<file path="src/rtl/pc_stack_unit_if.sv">
// rtl/pc_stack_unit_if.sv - decode-side control and status bundle for pc_stack_unit
// stack_err is present only when PC_STACK_ERR_EN is defined.
interface pc_stack_unit_if #(
   parameter int WIDTH = 8,
   parameter int DEPTH = 4
);
   localparam int CNT_W = $clog2(DEPTH) + 1;

   logic             stall;
   logic             jump;
   logic [WIDTH-1:0] jump_target;
   logic             branch;
   logic [WIDTH-1:0] branch_offset;
   logic             call;
   logic             ret;
   logic [WIDTH-1:0] pc_out;
   logic [CNT_W-1:0] stack_count;
   logic             stack_empty;
   logic             stack_full;
`ifdef PC_STACK_ERR_EN
   logic             stack_err;
`endif

   modport master (
      output stall, jump, jump_target, branch, branch_offset, call, ret,
      input  pc_out, stack_count, stack_empty, stack_full
`ifdef PC_STACK_ERR_EN
      , input stack_err
`endif
   );

   modport slave (
      input  stall, jump, jump_target, branch, branch_offset, call, ret,
      output pc_out, stack_count, stack_empty, stack_full
`ifdef PC_STACK_ERR_EN
      , output stack_err
`endif
   );
endinterface

</file>
<file path="src/rtl/pc_stack_unit.sv">
// rtl/pc_stack_unit.sv - fetch-stage PC with jump/branch/call/ret and circular return stack
// Define PC_STACK_ERR_EN to add the sticky stack_err (underflow/overflow) output.
module pc_stack_unit #(
   parameter int WIDTH    = 8,
   parameter int STEP     = 1,
   parameter int DEPTH    = 4,
   parameter int RESET_PC = 0
) (
   input  logic              clock,
   input  logic              clear,
   pc_stack_unit_if.slave    bus
);
   localparam int PTR_W = $clog2(DEPTH);
   localparam int CNT_W = PTR_W + 1;
   localparam logic [WIDTH-1:0] STEP_V   = WIDTH'(STEP);
   localparam logic [WIDTH-1:0] RESET_V  = WIDTH'(RESET_PC);
   localparam logic [CNT_W-1:0] FULL_CNT = CNT_W'(DEPTH);

   typedef enum logic [2:0] {
      ACT_HOLD,
      ACT_POP,
      ACT_PUSH,
      ACT_JUMP,
      ACT_BRANCH,
      ACT_SEQ
   } action_t;

   logic [WIDTH-1:0] pc_q;
   logic [WIDTH-1:0] pc_next;
   logic [CNT_W-1:0] count_q;
   logic [CNT_W-1:0] count_next;
   logic [PTR_W-1:0] top_q;
   logic [PTR_W-1:0] top_next;
   logic [PTR_W-1:0] push_ptr;
   logic [WIDTH-1:0] stack_mem [DEPTH];
   logic [WIDTH-1:0] pc_seq;
   logic [WIDTH-1:0] pc_branch;
   logic             empty;
   logic             full;
   action_t          action;

   assign empty     = (count_q == '0);
   assign full      = (count_q == FULL_CNT);
   assign pc_seq    = pc_q + STEP_V;
   assign pc_branch = pc_q + bus.branch_offset;
   assign push_ptr  = top_q + PTR_W'(1);

   // ret on an empty stack falls through to sequential flow and masks any call.
   always_comb begin
      action = ACT_SEQ;
      if (bus.stall)
         action = ACT_HOLD;
      else if (bus.ret && !empty)
         action = ACT_POP;
      else if (bus.ret)
         action = ACT_SEQ;
      else if (bus.call)
         action = ACT_PUSH;
      else if (bus.jump)
         action = ACT_JUMP;
      else if (bus.branch)
         action = ACT_BRANCH;
   end

   always_comb begin
      pc_next    = pc_q;
      count_next = count_q;
      top_next   = top_q;
      unique case (action)
         ACT_HOLD: ;
         ACT_POP: begin
            pc_next    = stack_mem[top_q];
            count_next = count_q - CNT_W'(1);
            top_next   = top_q - PTR_W'(1);
         end
         ACT_PUSH: begin
            // A full stack keeps its count; the push overwrites the oldest slot.
            pc_next    = bus.jump_target;
            count_next = full ? count_q : count_q + CNT_W'(1);
            top_next   = push_ptr;
         end
         ACT_JUMP:   pc_next = bus.jump_target;
         ACT_BRANCH: pc_next = pc_branch;
         ACT_SEQ:    pc_next = pc_seq;
         default:    pc_next = pc_q;
      endcase
   end

   always_ff @(posedge clock) begin
      if (clear) begin
         pc_q    <= RESET_V;
         count_q <= '0;
         top_q   <= '0;
      end else begin
         pc_q    <= pc_next;
         count_q <= count_next;
         top_q   <= top_next;
      end
   end

   always_ff @(posedge clock) begin
      if (!clear && action == ACT_PUSH)
         stack_mem[push_ptr] <= pc_seq;
   end

   assign bus.pc_out      = pc_q;
   assign bus.stack_count = count_q;
   assign bus.stack_empty = empty;
   assign bus.stack_full  = full;

`ifdef PC_STACK_ERR_EN
   logic err_q;
   logic underflow;
   logic overflow;

   assign underflow = !bus.stall && bus.ret && empty;
   assign overflow  = !bus.stall && !bus.ret && bus.call && full;

   always_ff @(posedge clock) begin
      if (clear)
         err_q <= 1'b0;
      else if (underflow || overflow)
         err_q <= 1'b1;
   end

   assign bus.stack_err = err_q;
`else
`endif
endmodule
</file>
<file path="src/flat_wrapper.sv">
// flat-port wrapper written by rule: the top's interface ports become plain ports
module pc_stack_unit_flat 
#(
   parameter int WIDTH    = 8,
   parameter int STEP     = 1,
   parameter int DEPTH    = 4,
   parameter int RESET_PC = 0
)
  (clock, clear, bus_stall, bus_jump, bus_jump_target, bus_branch, bus_branch_offset, bus_call, bus_ret, bus_pc_out, bus_stack_count, bus_stack_empty, bus_stack_full);
  pc_stack_unit_if #(.WIDTH(WIDTH), .DEPTH(DEPTH)) bus_i ();
  input  logic clock;
  input  logic clear;
  input wire logic [$bits(bus_i.stall)-1:0] bus_stall;
  input wire logic [$bits(bus_i.jump)-1:0] bus_jump;
  input wire logic [$bits(bus_i.jump_target)-1:0] bus_jump_target;
  input wire logic [$bits(bus_i.branch)-1:0] bus_branch;
  input wire logic [$bits(bus_i.branch_offset)-1:0] bus_branch_offset;
  input wire logic [$bits(bus_i.call)-1:0] bus_call;
  input wire logic [$bits(bus_i.ret)-1:0] bus_ret;
  output wire logic [$bits(bus_i.pc_out)-1:0] bus_pc_out;
  output wire logic [$bits(bus_i.stack_count)-1:0] bus_stack_count;
  output wire logic [$bits(bus_i.stack_empty)-1:0] bus_stack_empty;
  output wire logic [$bits(bus_i.stack_full)-1:0] bus_stack_full;
  assign bus_i.stall = bus_stall;
  assign bus_i.jump = bus_jump;
  assign bus_i.jump_target = bus_jump_target;
  assign bus_i.branch = bus_branch;
  assign bus_i.branch_offset = bus_branch_offset;
  assign bus_i.call = bus_call;
  assign bus_i.ret = bus_ret;
  assign bus_pc_out = bus_i.pc_out;
  assign bus_stack_count = bus_i.stack_count;
  assign bus_stack_empty = bus_i.stack_empty;
  assign bus_stack_full = bus_i.stack_full;
  pc_stack_unit #(.WIDTH(WIDTH), .STEP(STEP), .DEPTH(DEPTH), .RESET_PC(RESET_PC)) u_core (.clock(clock), .clear(clear), .bus(bus_i));
endmodule
</file>
<file path="config.mk">
export PLATFORM = sky130hd
export DESIGN_NAME = pc_stack_unit_flat
export DESIGN_NICKNAME = d
export VERILOG_FILES = /design/src/rtl/pc_stack_unit_if.sv /design/src/rtl/pc_stack_unit.sv /design/src/flat_wrapper.sv
export SDC_FILE = /design/constraint.sdc
export NUM_CORES = 1
export LEC_CHECK = 0
export ABC_AREA = 1
export CAP_MARGIN = 5
export CORE_MARGIN = 2
export CORE_UTILIZATION = 59
export DETAILED_ROUTE_END_ITERATION = 7
export GPL_ROUTABILITY_DRIVEN = 0
export GPL_TIMING_DRIVEN = 0
export PLACE_DENSITY = 0.95
export SLEW_MARGIN = 5
export SYNTH_ARGS = -nofsm -noshare
export SYNTH_HDL_FRONTEND = slang
export SYNTH_SLANG_ARGS = --single-unit
</file>
<file path="constraint.sdc">
create_clock -name clock -period 2.4 [get_ports clock]
set_input_delay 0.24 -clock clock [delete_from_list [all_inputs] [get_ports clock]]
set_output_delay 0.24 -clock clock [all_outputs]
set_load 0.02 [all_outputs]
</file>
# Word level (Yosys, flattened, before mapping)
# Memories as Yosys holds them, arrays and structs flattened. A register that Yosys moved wholly into a read port is not among the register bits.
# Cells that the tools add are included.
dict set report op_classes {
  n_reduce_logical 9
  muxes 14
  n_addsub 6
  n_eq_ne 7
}
# operator n
set ops {}
lappend ops {{$pmux W8 S4} 1}
lappend ops {{$mux W3} 6}
lappend ops {{$eq A3 B3 Y1 const B} 3}
lappend ops {{$add A8 B1 Y8 const B} 1}
lappend ops {{$add A8 B8 Y8} 1}
lappend ops {{$eq A3 B2 Y1 const B} 2}
lappend ops {{$pmux W3 S2} 1}
lappend ops {{$mux W2} 2}
lappend ops {{$pmux W2 S2} 1}
lappend ops {{$reduce_bool A4 Y1} 1}
lappend ops {{$add A3 B1 Y3 const B} 1}
lappend ops {{$eq A3 B1 Y1 const B} 1}
lappend ops {{$logic_not A3 Y1} 1}
lappend ops {{$mux W1} 3}
lappend ops {{$sub A3 B1 Y3 const B} 1}
lappend ops {{$add A2 B1 Y2 const B} 1}
lappend ops {{$logic_and A1 B1 Y1} 2}
lappend ops {{$logic_not A1 Y1} 2}
lappend ops {{$ne A2 B2 Y1 const B} 1}
lappend ops {{$reduce_and A2 Y1} 1}
lappend ops {{$reduce_bool A2 Y1} 1}
lappend ops {{$reduce_or A2 Y1} 1}
lappend ops {{$sub A2 B1 Y2 const B} 1}
dict set report word_totals {
  ram_bits 32
  wordCells 40
  output_inout_bits 13
  in_bits 23
  memories 1
  reg_bits 13
}
# memory depth word_bits read_ports rd_clocked_by_memory_dff wr line_no
set memory_table {}
lappend memory_table {u_core.stack_mem 4 8 1 1 1 pc_stack_unit.sv:35} ;# logic [WIDTH-1:0] stack_mem [DEPTH];

# Depth between registers and ports, before layout
# Gate-level depths: netlist of the first run.
dict set report logic_depth {
  ltp_word 10
  ltp_mapped 12
  depth_no_buf 12
}

# Least setup slack after synthesis of the first run
# No wires, ideal clock.
dict set report synth_path {
  kind {register to register}
  startpoint {register u_core.pc_q[0], in the netlist u_core.bus.pc_out[0]}
  endpoint {register u_core.pc_q[4], in the netlist u_core.bus.pc_out[4]}
  setup_slack_ps 681
  stages_incl_launch_ff 10
  setup_time_ps 70
  required_ps 2330
  n_path_buf 0
  t_arrival_ps 1650
  period_less_slack_ps 1719
  path_cell_list {dfxtp_1 ha_1 inv_1 fa_1 nor2_1 nor3_1 nand3b_1 nand3_1 nand2_1 a21oi_1}
}
dict set report synth_via {
  elab_chain_cells 2
  elab_cells_between_ends 3
  cone_classes {2 x add/sub; 1 x mux}
}
# element line_no
set synth_rtl {}
lappend synth_rtl {{from (decl)} pc_stack_unit.sv:28} ;# logic [WIDTH-1:0] pc_q;
lappend synth_rtl {{from (signal assigned)} pc_stack_unit.sv:95} ;# pc_q <= pc_next;
lappend synth_rtl {{$add A8 B1 Y8 / $add A8 B8 Y8 (equally long branches)} {pc_stack_unit.sv:44, pc_stack_unit.sv:45}}
lappend synth_rtl {{$pmux W8 S4 *} pc_stack_unit.sv:69} ;# unique case (action)
# Mark *: on every way between the ends. The rest lies on a longest branch, timed or not.
# A chain may end at the register's enable or synchronous reset.

# Worst setup path after layout of the first run
dict set report layout_path {
  startpoint {input bus_call}
  endpoint {memory u_core.stack_mem[1][3], enable pin}
}
dict set report layout_via {
  elab_chain_cells 8
}
# element line_no
set layout_rtl {}
lappend layout_rtl {{from (decl)} flat_wrapper.sv:18} ;# input wire logic [$bits(bus_i.call)-1:0] bus_call;
lappend layout_rtl {{$mux W3} pc_stack_unit.sv:57} ;# else if (bus.call)
lappend layout_rtl {{$mux W3} pc_stack_unit.sv:55} ;# else if (bus.ret)
lappend layout_rtl {{$mux W3} pc_stack_unit.sv:53} ;# else if (bus.ret && !empty)
lappend layout_rtl {{$mux W3} pc_stack_unit.sv:51} ;# if (bus.stall)
lappend layout_rtl {{$eq A3 B2 Y1} pc_stack_unit.sv:102} ;# if (!clear && action == ACT_PUSH)
lappend layout_rtl {{$logic_and A1 B1 Y1} pc_stack_unit.sv:102}
lappend layout_rtl {{$mux W1} pc_stack_unit.sv:102}
lappend layout_rtl {{$mux W1 (not written as such)} pc_stack_unit.sv:103} ;# stack_mem[push_ptr] <= pc_seq;
lappend layout_rtl {{to (decl)} pc_stack_unit.sv:35}
# No other way between the ends.

==> results of run 1 <==
==> path summary, 6_finish.rpt <==
| kind | slack (ns) | endpoint | startpoint | cells past startpoint |
|---|---|---|---|---|
| hold / removal | 0.23 | u_core.bus.pc_out[6]$_SDFFE_PP0P_ | bus_stall | 3 |
| setup reg to reg | 0.58 | u_core.bus.pc_out[4]$_SDFFE_PP0P_ | u_core.bus.pc_out[0]$_SDFFE_PP0P_ | 9 |
| setup / recovery | 0.29 | u_core.stack_mem[1][3]$_DFFE_PP_ | bus_call | 7 |
| hold reg to reg | 0.54 | u_core.top_q[0]$_SDFFE_PP0N_ | u_core.top_q[0]$_SDFFE_PP0N_ | 1 |
==> through the flow <==
step | util | setup slack, ns | cell area (µm²) | power [µW] | hold WS [ns]
2_1_floorplan | - | 0.6806 | 2701 | 1286 | 0.3091
3_3_place_gp | 0.7086 | 0.08002 | 3107 | 1442 | 0.5171
3_5_place_dp | 0.7086 | 0.008632 | 3107 | 1463 | 0.5268
4_1_cts | 0.7269 | 0.3098 | 3187 | 1901 | 0.2309
5_1_grt | 0.7269 | 0.1652 | 3187 | 1996 | 0.2457
6_report | 0.7269 | 0.2894 | 3187 | 1907 | 0.2330
==> final cells by class <==
class | count | area (µm²)
Buffer | 6 | 42.54
Sequential cell | 47 | 1261
Fill cell | 314 | 1197
Tap cell | 52 | 65.06
Clock buffer | 8 | 80.08
Multi-Input combinational cell | 215 | 1222
Inverter | 46 | 175.2
Timing Repair Buffer | 34 | 340.3
==> flip-flops by register name (all words and copies together), names as in the netlist, named ones only <==
register,cells
u_core.bus.pc_out,8
u_core.bus.stack_count,3
u_core.stack_mem,32
u_core.top_q,2
==> layer usage <==
metal	vias to the layer above	share of wire	GRT usage
met5	-	0	0
met4	0	0.0090	0.07128
met3	8	0.076	0.04923
met2	108	0.51	0.4383
met1	1073	0.40	0.3202
li1	1120	-	-
==> worst max-delay path, delay by kind of cell <==
family | cells | cell delay, ns
buf+inv | 2 | 0.66
simple gates | 4 | 1.01
compound gates | 1 | 0.12
==> cell families (layout without fill, tap and decap cells) <==
kind of cell,count (synthesis),after routing,share of synthesized area
buf+inv,52,94,0.08059
flops,47,47,0.4669
fa+ha+maj,14,14,0.07040
xor+xnor,9,9,0.02918
simple gates,135,135,0.2334
compound gates,57,57,0.1195
==> placed cells by master, fill, tap and decap left out, types with 5 or more instances in the layout <==
cell type / netlist / final
a21oi_1: 21 / 21
clkbuf_8: 0 / 5
clkdlybuf4s50_1: 0 / 34
dfxtp_1: 15 / 15
edfxtp_1: 32 / 32
ha_1: 12 / 12
inv_1: 38 / 38
inv_2: 6 / 6
nand2_1: 58 / 58
nand3_1: 20 / 20
nor2_1: 35 / 35
o21ai_0: 20 / 20
o21ai_1: 5 / 5
xnor2_1: 5 / 5
==> report_power, final <==
part           total, µW  switching, µW  internal [µW]
logic                501            295            206
registers            952           45.6            907
clock network        454            246            207
total               1910            587           1320
==> metrics.md, run 1 <==
| Metric | Value |
|---|---|
| Status | complete, no violations |
| Clock Latency Late Sink | a little under 0.3 ns |
| Via/cell ratio | roughly 5.7 |
| CTS tree | done |
| Pleak | around 0.0014 µW |
| Area leader, netlist | edfxtp_1 |
| Cell Area, Synth | between 0.002 and 0.003 mm² |
| Syn Area/Cell | 8.603 µm² |
| Die ar. | about 0.005 mm² |
| Remaining Overflow, GRT | 0 |
| Clock root cell | clkbuf_8 |
| IR drop worst, VDD | around 480 µV |
| Unrepaired setup endpoints after global routing | false |
| Total clock sinks | 47 |
| Area Growth Syn to Fin | 17.97% |
| Total GRT Usage | 0.2520 |
| Starting Density | 0.6162 |
| Final wirelength | 6.240 mm |
| Asr flop ratio synth | 0 |
| Sequential-to-total area share from yosys stat | 0.4669 |
| Crit share post-route | 0.8794 |
| Max-cap violations | 0 |
| Final ANT Viol Nets | 0 |
| Via count | 2309 |
| Syn. warnings | 0 |
| Synth Register Bits | 47 |
| Final count of negative-setup-slack endpoints | 0 |
| Largest net degree at the start of global routing | 14 |
| Initial antenna violation count | 0 |
| Buffers on Ports | 34 |
| Die height | a little over 70 µm |
| Cells along the critical path | clkdlybuf4s50_1 > o21ai_4 > nor2_4 > nand2_2 > inv_1 > nand2_1 > nor2_1 |
| Post-cts resize count | 0 |
| CTS buffer count | 5 |
| CP Max Fanout | 8 |
| Arrival @ worst endpoint | ~2 ns |
| Setup TNS | 0 ns |
| Initial DRC count | 220 |
| Final Hold Fails | 0 |
| Postcts setup bufs | 0 |
| Top cells by count, synth | 58 x nand2_1, 38 x inv_1, 35 x nor2_1, 32 x edfxtp_1, 21 x a21oi_1 |
| CTS HTree Levels | 2 |
| First-pass GRT wire length | ~9.9 mm |
| Most frequent cell after synthesis | nand2_1 |
| Synth Instances | between 300 and 400 |
| # hold bufs at CTS | 0 |
| CTS max path bufs | 2 |
| Fin. max-slew vios | 0 |
| Wirelength per Cell | about 15 µm |
| Clock Skews | ~0.0034 ns |
| Reg clk slew, reported paths | 0.08 ns |
| # IOs | 36 |
| Post-route minimum period | ~2.1 ns |
| Endpoint class of the critical path | flop |
| DP Cell Count | 400 |
| Ant. Diodes | 0 |
| Required @ worst endpoint | 2.32 ns |
| Slew HR | 0.4675 |
| Fin cells | approximately 410 |
| Core Area | approximately 0.0044 mm² |
| CP max stage delay | about 0.62 ns |
| Drt first pass iters | 5 |
| Post-synth top flop | edfxtp_1 |
| Least-Margin Pin Slew | approximately 0.8 ns |
| Die Wd | just over 70 µm |
| HPWL Detailed | approximately 4.7 mm |
| EDFF count, synth | 32 |
| Type of the most critical hold path | in -> reg |
| Top cells by area, synth | edfxtp_1 36%, dfxtp_1 11%, nand2_1 8.1% |
| FMAX | roughly 470 MHz |
| Layout cell share with drive strength beyond 1 | 0.09551 |
| Yosys top cell area share | 0.3557 |
| CP Launch Type | input pin |
| Crit-path slowest cell | nor2_1 |
| Site row count | 24 |
| Final Net Count | just under 400 |
| Number of remaining DRC errors | 0 |
| P per Cell Area | between 500 and 600 mW/mm² |
| Synth Net Count | 351 |
| Vias in the first global route | about 2.2k |
| Distinct cells, synth | 36 |
| WS Path Type | in -> reg |
Note: power is estimated with default switching activity, not from simulation.
==> inputs of run 2 (changes only) <==
Settings changed: CAP_MARGIN 5 to unset.
==> results of run 2 <==
Same layout as run 1: the final DEF is identical, and so are final timing and power.
==> inputs of run 3 (changes only) <==
Settings changed: CORE_MARGIN 2 to unset, CORE_UTILIZATION 59 to 55, PLACE_DENSITY 0.95 to 0.9.
Clock period 2.4 ns to 2.05 ns, I/O delays scaled along.
==> metrics.md, run 3 (same netlist as run 1, synthesis figures left out) <==
| Metric | Value |
|---|---|
| Least-Margin Pin Slew | ~0.51 ns |
| Required @ worst endpoint | approximately 1.9 ns |
| Most Crowded Layer GR | met2 |
| Final ANT Viol Nets | 0 |
| Final wirelength | ~6.2 mm |
| Clock Skews | between 0.01 and 0.015 ns |
| Area Growth Syn to Fin | 19.55% |
| Final Hold Fails | 0 |
| Hold_ws | between 0.15 and 0.2 ns |
| Wirelength per Cell | 14.63 µm |
| Final Instance Area | ~0.0032 mm² |
| Reg clk slew, reported paths | 0.09 ns |
| Layout cell share with drive strength beyond 1 | 0.1152 |
| First-pass GRT wire length | approximately 9.6 mm |
| CTS max path bufs | 2 |
| Total clock sinks | 47 |
| Most frequent cells in the layout | 58 x nand2_1, 38 x inv_1, 34 x clkdlybuf4s50_1, 32 x edfxtp_1, 31 x nor2_1 |
| WS Path Type | reg -> out |
| Site row count | 25 |
| Status | complete, no violations |
| IR drop worst, VDD | slightly below 500 µV |
| Buf/Inv on CP | 2 |
| Reg area | roughly 0.0013 mm² |
| Comb power frac | 0.257 |
| Endpoint class of the critical path | output pin |
| Register-to-Register Path Depth | 9 |
| RR Endpoint | u_core.bus.pc_out[4]$_SDFFE_PP0P_ |
| CP Capture Point | bus_stack_full |
| FMAX | approximately 510 MHz |
| Die ar. | 0.005196 mm² |
| DP Cell Count | between 400 and 500 |
| Met3 GRT Util | 0.05417 |
| Die Wd | ~70 µm |
| Initial antenna violation count | 0 |
| Via/cell ratio | approximately 5.6 |
| Drt first pass iters | 5 |
| Number of remaining DRC errors | 0 |
| Sequential Power Share | 0.486 |
| Clock Latency Late Sink | between 0.3 and 0.4 ns |
| Buffers on Ports | 34 |
| Net Sw Frac | 0.3241 |
| Worst r2r src | u_core.bus.pc_out[0]$_SDFFE_PP0P_ |
| Largest Register | u_core.stack_mem |
| Total GRT Usage | 0.2437 |
| Multi-input gate area | roughly 0.0012 mm² |
| Fin. max-slew vios | 0 |
| CTS buffer count | 5 |
| Arrival @ worst endpoint | 1.74 ns |
| Starting Density | 0.5719 |
| Layout fillers | between 300 and 400 |
| Pint | about 1600 µW |
| Die height | just over 70 µm |
| Met2 global-route usage | 0.3894 |
| Vias in the first global route | approximately 2.2k |
| Final count of negative-setup-slack endpoints | 0 |
| Net Sw Power | 744.3 µW |
| Most common cell after layout, fill and taps aside | nand2_1 |
| Fin cells | approximately 420 |
| CP Launch Type | flop |
| Ant. Diodes | 0 |
| CP Launch Point | u_core.bus.stack_count[2]$_SDFFE_PP0P_ |
| CP max stage delay | 0.67 ns |
| Placed Area | 0.003126 mm² |
| CTS HTree Levels | 2 |
| CP Max Fanout | 4 |
| Max reg flops | 32 |
| Unrepaired setup endpoints after global routing | false |
| Reg2reg setup slack | 0.22 ns |
| Top delay family on crit path | buffers and inverters |
| Remaining Overflow, GRT | 0 |
| Clock root cell | clkbuf_8 |
| Power Total | 2297 µW |
| Clock power frac | 0.257 |
| Pleak | ~0.0014 µW |
| Largest net degree at the start of global routing | 18 |
| P per Cell Area | ~710 mW/mm² |
| Final Net Count | roughly 390 |
| Via count | approximately 2.4k |
| Slew HR | 0.6627 |
| HPWL Detailed | roughly 4.5 mm |
| GR Layer Usage met1 | 0.3221 |
| Crit share post-route | 0.9477 |
| Initial DRC count | ~170 |
| CTS tree | done |
| Core Area | 0.004723 mm² |
| Hold path cells | 3 |
| Max-cap violations | 0 |
| Worst path depth | 3 |
| Post-route minimum period | a little under 2 ns |
| Cells along the critical path | inv_1 > nor3_1 > clkdlybuf4s50_1 |
| Type of the most critical hold path | in -> reg |
| # IOs | 36 |
| # hold bufs at CTS | 0 |
| Crit-path slowest cell | clkdlybuf4s50_1 |
-- run 3: how the worst min path moves through the flow --
stage               from                           endpoint  slack, ns
6_report       bus_stall  u_core.bus.pc_out[6]$_SDFFE_PP0P_       0.18
3_5_place_dp   bus_stall  u_core.bus.pc_out[6]$_SDFFE_PP0P_       0.50
4_1_cts        bus_stall  u_core.bus.pc_out[6]$_SDFFE_PP0P_       0.18
2_1_floorplan      clear  u_core.bus.pc_out[4]$_SDFFE_PP0P_       0.27
3_3_place_gp   bus_stall  u_core.bus.pc_out[4]$_SDFFE_PP0P_       0.50
5_1_grt        bus_stall  u_core.bus.pc_out[4]$_SDFFE_PP0P_       0.20
-- run 3: worst min-delay path, delay by kind of cell --
family	cells	cell delay [ns]
compound gates	1	0.06
buf+inv	1	0.12
simple gates	1	0.06
-- run 3: repair_timing --
item | 4_1_cts | 5_1_grt
setup endpoints to repair | 8 | 16
gates resized for setup | 2 | 2
setup buffers | 0 | 0
-- run 3: stage by stage --
| stage | utilization | setup slack, ns | setup TNS (ns) |
|---|---|---|---|
| 4_1_cts | 0.6826 | 0.01069 | 0 |
| 6_report | 0.6837 | 0.1073 | 0 |
| 3_3_place_gp | 0.6617 | -0.2682 | -8.001 |
| 3_5_place_dp | 0.6617 | -0.3225 | -9.744 |
| 2_1_floorplan | - | 0.3306 | 0 |
| 5_1_grt | 0.6837 | 0.004217 | 0 |
-- run 3: power groups by stage --
stage | Clock [µW] | Combinational [µW] | Sequential, µW
after floorplan | 0 | 357 | 1150
after global placement | 0 | 557 | 1130
after detailed placement | 0 | 577 | 1140
after CTS | 591 | 583 | 1120
after global routing | 622 | 649 | 1120
final | 591 | 590 | 1120
-- run 3: area by class of cell --
| class | instances | share of cell area |
|---|---|---|
| plain buffers | 6 | 0.01317 |
| clock buffers | 5 | 0.02131 |
| clock inverters | 3 | 0.007749 |
| inverters | 46 | 0.05424 |
| multi-input cells | 215 | 0.3816 |
| flip-flops and latches | 47 | 0.3905 |
| well taps | 67 | 0.02596 |
| repair buffers | 34 | 0.1054 |
-- run 3: routing by layer --
| layer | part of all wire | up-vias |
|---|---|---|
| met5 | 0 | - |
| met3 | 0.075 | 18 |
| met1 | 0.42 | 1122 |
| li1 | - | 1126 |
| met4 | 0.022 | 0 |
| met2 | 0.48 | 103 |
